**src/rtl/ahb_slave.sv**
```systemverilog
// AHB-Lite config/status port of the AES accelerator: register file, start pulse, done/err status and irq.
// Legal accesses take zero wait states. Illegal ones get a two-cycle ERROR response and leave every register unchanged.
module ahb_slave #(
  parameter int ADDR_BITS = 6,
  parameter int KEY_WORDS = 4
) (
  input  logic                    hclk,
  input  logic                    hrst,
  input  logic                    hsel,
  input  logic [31:0]             haddr,
  input  logic [1:0]              htrans,
  input  logic                    hwrite,
  input  logic [2:0]              hsize,
  input  logic [31:0]             hwdata,
  input  logic                    hready,
  output logic [31:0]             hrdata,
  output logic                    hreadyout,
  output logic                    hresp,
  input  logic                    core_busy,
  input  logic                    core_done,
  input  logic                    core_err,
  output logic                    start,
  output logic                    mode,
  output logic [31:0]             src_addr,
  output logic [31:0]             dst_addr,
  output logic [31:0]             size,
  output logic [32*KEY_WORDS-1:0] key,
  output logic                    irq
);

  localparam int IW = ADDR_BITS - 2;
  localparam logic [IW-1:0] IDX_CTRL   = IW'(0);
  localparam logic [IW-1:0] IDX_STATUS = IW'(1);
  localparam logic [IW-1:0] IDX_SRC    = IW'(2);
  localparam logic [IW-1:0] IDX_DST    = IW'(3);
  localparam logic [IW-1:0] IDX_SIZE   = IW'(4);
  localparam logic [IW-1:0] IDX_LAST   = IW'(4 + KEY_WORDS);

  typedef enum logic [1:0] {IDLE, DATA, ERR1, ERR2} state_t;

  typedef struct packed {
    logic [IW-1:0] idx;
    logic          write;
  } cap_t;

  state_t        state, state_nxt;
  cap_t          cap;
  logic [IW-1:0] a_idx;
  logic          accept, a_legal;
  logic          start_err, wr_en, wr_status;
  logic          irq_en, done_flag, err_flag;
  logic          unused_ok;

  assign unused_ok = ^{haddr[31:ADDR_BITS], htrans[0]};

  // Address-phase decode: mapping, size and busy lockout are all known here.
  assign a_idx   = haddr[ADDR_BITS-1:2];
  assign a_legal = (haddr[1:0] == 2'b00) && (a_idx <= IDX_LAST) && (hsize == 3'b010)
                   && !(hwrite && core_busy && (a_idx != IDX_STATUS));
  assign accept  = hsel & hready & htrans[1] & hreadyout;

  // START with a zero block count is only visible once hwdata arrives, so the
  // data phase itself becomes the first ERROR cycle.
  assign start_err = (state == DATA) && cap.write && (cap.idx == IDX_CTRL)
                     && hwdata[0] && (size == 32'd0);
  assign wr_en     = (state == DATA) && cap.write && !start_err;
  assign wr_status = wr_en && (cap.idx == IDX_STATUS);

  assign hreadyout = !((state == ERR1) || start_err);
  assign hresp     = (state == ERR1) || (state == ERR2) || start_err;

  always_ff @(posedge hclk or posedge hrst) begin
    if (hrst) begin
      state <= IDLE;
      cap   <= '0;
    end else begin
      state <= state_nxt;
      if (accept) cap <= '{idx: a_idx, write: hwrite};
    end
  end

  always_comb begin
    state_nxt = IDLE;
    if ((state == ERR1) || start_err) begin
      state_nxt = ERR2;
    end else if (accept) begin
      state_nxt = a_legal ? DATA : ERR1;
    end
  end

  always_comb begin
    hrdata = '0;
    if (state == DATA) begin
      case (cap.idx)
        IDX_CTRL:   hrdata = {29'd0, irq_en, mode, 1'b0};
        IDX_STATUS: hrdata = {29'd0, err_flag, done_flag, core_busy};
        IDX_SRC:    hrdata = src_addr;
        IDX_DST:    hrdata = dst_addr;
        IDX_SIZE:   hrdata = size;
        default: begin
          for (int i = 0; i < KEY_WORDS; i++) begin
            if (cap.idx == IW'(5 + i)) hrdata = key[32*i +: 32];
          end
        end
      endcase
    end
  end

  always_ff @(posedge hclk or posedge hrst) begin
    if (hrst) begin
      start     <= 1'b0;
      mode      <= 1'b0;
      irq_en    <= 1'b0;
      src_addr  <= '0;
      dst_addr  <= '0;
      size      <= '0;
      key       <= '0;
      done_flag <= 1'b0;
      err_flag  <= 1'b0;
      irq       <= 1'b0;
    end else begin
      start <= wr_en && (cap.idx == IDX_CTRL) && hwdata[0];
      irq   <= irq_en & (done_flag | err_flag);
      // A status event in the same cycle as its W1C clear must not be lost.
      done_flag <= core_done | (done_flag & !(wr_status & hwdata[1]));
      err_flag  <= core_err  | (err_flag  & !(wr_status & hwdata[2]));
      if (wr_en) begin
        case (cap.idx)
          IDX_CTRL: begin
            mode   <= hwdata[1];
            irq_en <= hwdata[2];
          end
          IDX_SRC:  src_addr <= hwdata;
          IDX_DST:  dst_addr <= hwdata;
          IDX_SIZE: size     <= hwdata;
          default: begin
            for (int i = 0; i < KEY_WORDS; i++) begin
              if (cap.idx == IW'(5 + i)) key[32*i +: 32] <= hwdata;
            end
          end
        endcase
      end
    end
  end

endmodule

```
**config.mk**
```make
export PLATFORM = sky130hd
export DESIGN_NAME = ahb_slave
export DESIGN_NICKNAME = d
export VERILOG_FILES = /design/src/rtl/ahb_slave.sv
export SDC_FILE = /design/constraint.sdc
export NUM_CORES = 1
export LEC_CHECK = 0
export ABC_CLOCK_PERIOD_IN_PS = 9900
export CORE_MARGIN = 1
export CORE_UTILIZATION = 47
export CTS_CLUSTER_SIZE = 40
export DETAILED_ROUTE_END_ITERATION = 6
export MAX_ROUTING_LAYER = met4
export PLACE_DENSITY = 0.78
export SLEW_MARGIN = 25
export SYNTH_ARGS = -nofsm -noshare
export SYNTH_HDL_FRONTEND = slang
export SYNTH_SLANG_ARGS = --single-unit
```
**constraint.sdc**
```tcl
create_clock -name hclk -period 9.9 [get_ports hclk]
set_input_delay 1.98 -clock hclk [delete_from_list [all_inputs] [get_ports hclk]]
set_output_delay 1.98 -clock hclk [all_outputs]
set_load 0.005 [all_outputs]
```
==> flow_summary.yaml <==
status:
  status: "finished clean"
timing:
  slew-limit-headroom_pct: 35.2
  whs_ps: 505
  slew_viol_final: 0
  hold_viol_final: 0
  fin_worst_skew_ps: 27.6
  setup_tns_after_final_layout_ps: 0
  rsz0062_at_grt: "no"
  period_minus_slack_ps: 6350
  timing_worst_slew_pin_value_ps: 972
  setup_viol_count_final: 0
  finalCritPeriodShare_pct: 64.1
  achievable-frequency_mhz: 158
pwr:
  sequentialPowerShare_pct: 40.2
  power.net_switching_uw: 1270
  p_leak_uw: 0.00626
  p_comb_share_pct: 35.8
  power.density_cell_area_nw_per_um2: 276
  switching_share_pct: 31.6
  power_report.internal_total_uw: 2740
  ir_worst_vdd_mv: 0.166
  relative_contribution_of_the_clock_network_to_total_power_pct: 24.0
cts:
  post_cts_repair_timing_setup_buffer_count: 0
  cts.reportedPaths.clkPinSlew_ps: 60
  cts_tree: "done"
  h-tree-depth: 1
  clkSinkCount: 237
  max-clock-path-buffers: 3
  cts_bufs_inserted: 26
  holdBufCountCts: 0
  cts_root_buffer: "sky130_fd_sc_hd__clkbuf_16"
  cts.repair.resized: 0
  worst_skew_pair_latency_ps: 540
global_route:
  antenna_violations_before_repair: 0
  global_route_wire_length_before_repair_microns: 47900
  gr-total-overflow: 0
  grt_pass1_vias: 8033
  pin_count_of_the_biggest_net_entering_global_routing: 102
  groute.usage.overall_pct: 28.9
critical_path:
  reg2reg_slack_ps: 6460
  worst_setup_path_end_kind: "output port"
  cp.arrival_ps: 4370
  r2r.worst_path.cells: 6
  critPathKind: "input pin to output port"
  startpoint_type: "input pin"
  critical_path_peak_fanout: 9
  r2r-end: "dst_addr[18]"
  worst_ep_required_time_ps: 7920
  source_of_the_worst_register_to_register_timing_path: "cap[1]"
routing:
  post-route-drc-count: 0
  ant_nets: 0
  via_count: 8064
  routedLengthMet1_microns: 12900
  dr_wl_met3_microns: 2270
  top_signal_layer_used: "met4"
  first_iter_violations: 593
  vias_per_cell: 6.06
  met2WireLength_microns: 16100
  route.final.wire_length_microns: 32300
  firstDrtPassIters: 6
  detail_route.wl_per_cell_microns: 24.3
hold_path:
  endpoint_of_the_worst_hold_path: "irq"
  worstHoldStart: "irq_en"
  timing.hold.worst_path_depth: 1
  min_delay_worst_type: "flop to flop"
die:
  io_pins: 338
  start_util_pct: 47.8
  floorplan.die.width_microns: 151
  total_number_of_placement_rows: 54
  die_y_microns: 151
  coreArea_sq_um: 21800
  floorplan.die_area_sq_um: 22700
synthesis:
  synth-edff-count: 0
  synth_seq_area_share_pct: 57.0
  postSynth.asyncResetShare_pct: 100
  synth.ff_latch_count: 237
  yosys_warnings: 0
  synth_fp_nets: 817
  mapped_avg_cell_area_sq_um: 14.1
  yosys_most_used_dff: "sky130_fd_sc_hd__dfrtp_1"
  synthCells: 740
  synthesis.area_sq_um: 10400
  synth.lib_cells_used.distinct: 40
cells_and_area:
  final_core_util_pct: 66.7
  layout-area-overhead-vs-synth_pct: 39.4
  most_frequent_cells_in_the_layout: "310 x sky130_fd_sc_hd__clkdlybuf4s50_1, 237 x sky130_fd_sc_hd__dfrtp_1, 201 x sky130_fd_sc_hd__mux2_2"
  num-nets-final: 1107
  fill_cells: 1619
  num_antenna_cells: 0
  multiInputGateArea_sq_um: 4100
  drive_gt1_share_pct: 26.4
  most_common_library_cell_in_the_layout_ignoring_fill_and_taps: "sky130_fd_sc_hd__clkdlybuf4s50_1"
  seqCellArea_sq_um: 5930
job:
  drv.max_cap_violation_count: 0
place:
  numPortBuffers: 310
  dp.final_hpwl_microns: 20500
  gp_congestion: 0.873
-- layout make-up --
cell class	instances	area share (%)
flip-flops and latches	237	40.9
multi-input cells	435	28.3
repair buffers	324	22.3
clock buffers	35	5.06
well taps	280	2.42
clock inverters	13	0.871
inverters	6	0.207
-- power by group through the flow --
| stage | logic, uW | registers [uW] | clock network [uW] |
|---|---|---|---|
| after floorplan | 537 | 1560 | 0 |
| after global placement | 1400 | 1600 | 0 |
| after detailed placement | 1430 | 1620 | 0 |
| after CTS | 1440 | 1610 | 979 |
| after global routing | 1520 | 1650 | 1020 |
| final | 1430 | 1610 | 961 |
-- how the worst max path moves through the flow --
| stage | from | endpoint | slack, ps | cells after the start |
|---|---|---|---|---|
| after floorplan | hrst | cap[0] | 1420 | 1 |
| after global placement | hwdata[0] | hreadyout | 3560 | 6 |
| after detailed placement | hwdata[0] | hreadyout | 3540 | 6 |
| after CTS | hwdata[0] | hreadyout | 3530 | 6 |
| after global routing | hwdata[0] | hreadyout | 3440 | 6 |
| final | hwdata[0] | hreadyout | 3550 | 6 |
-- worst max-delay path, cell delays in order --
cell and delay [ps]:
sky130_fd_sc_hd__clkdlybuf4s50_1 640, sky130_fd_sc_hd__nor4b_2 250, sky130_fd_sc_hd__nand4_1 120, sky130_fd_sc_hd__or4_1 690
sky130_fd_sc_hd__and2_4 240, sky130_fd_sc_hd__clkdlybuf4s50_1 440
-- kinds of logic (layout without fill, tap and decap cells) --
group                  Yosys count  count (layout)  share of synthesized area [%]
and+or+nand+nor                 62              62                           3.56
AOI/OAI and AO/OA              145             145                           10.7
buffers and inverters           68             378                           4.01
muxes                          228             228                           24.7
DFF                            237             237                           57.0
-- metrics by stage --
step | setup WS [ps] | power [uW] | cell area, sq um | instances
floorplan | 1420 | 2100 | 10400 | 740
global placement | 3560 | 3010 | 13600 | 1281
detailed placement | 3540 | 3050 | 13600 | 1281
CTS | 3530 | 4030 | 14500 | 1329
global route | 3440 | 4190 | 14500 | 1330
finish | 3550 | 4010 | 14500 | 1330
-- routing by layer --
| layer | vias to the layer above | GRT usage [%] |
|---|---|---|
| met3 | 68 | 4.76 |
| met5 | - | - |
| met2 | 388 | 47.3 |
| met1 | 4175 | 36.5 |
| met4 | 0 | 9.70 |
| li1 | 3433 | - |
-- flip-flops by register name, summed over array words and instances, names as in the netlist --
register   cells
irq            1
key          128
irq_en         1
done_flag      1
size          32
start          1
err_flag       1
state          2
cap            5
mode           1
dst_addr      32
src_addr      32
-- cell usage after synthesis (2+ instances only) --
cell type                  count  area share, %
sky130_fd_sc_hd__nor2_1        5           0.18
sky130_fd_sc_hd__a21oi_1       2          0.096
sky130_fd_sc_hd__buf_4         8           0.58
sky130_fd_sc_hd__a22oi_1      60            4.3
sky130_fd_sc_hd__mux2_2      201             22
sky130_fd_sc_hd__nor4_1        6           0.36
sky130_fd_sc_hd__a31oi_1      32            1.9
sky130_fd_sc_hd__a21o_1        2           0.14
sky130_fd_sc_hd__inv_1         5           0.18
sky130_fd_sc_hd__o21ai_0       8           0.39
sky130_fd_sc_hd__a22o_1        3           0.25
sky130_fd_sc_hd__buf_6        15            1.6
sky130_fd_sc_hd__nor3_1        4           0.19
sky130_fd_sc_hd__nor2b_1       8           0.48
sky130_fd_sc_hd__clkbuf_1     24           0.87
sky130_fd_sc_hd__nand2_1       8           0.29
sky130_fd_sc_hd__buf_2        15           0.72
sky130_fd_sc_hd__dfrtp_1     237             57
sky130_fd_sc_hd__a221oi_1      3           0.25
sky130_fd_sc_hd__nand4_1       2           0.12
sky130_fd_sc_hd__nand3_1       8           0.39
sky130_fd_sc_hd__a32oi_1       2           0.17
sky130_fd_sc_hd__nand2b_1      4           0.24
sky130_fd_sc_hd__a222oi_1     29            2.8
sky130_fd_sc_hd__and3_1        9           0.54
sky130_fd_sc_hd__mux2_1       26            2.8
(Power assumes the default switching activity.)
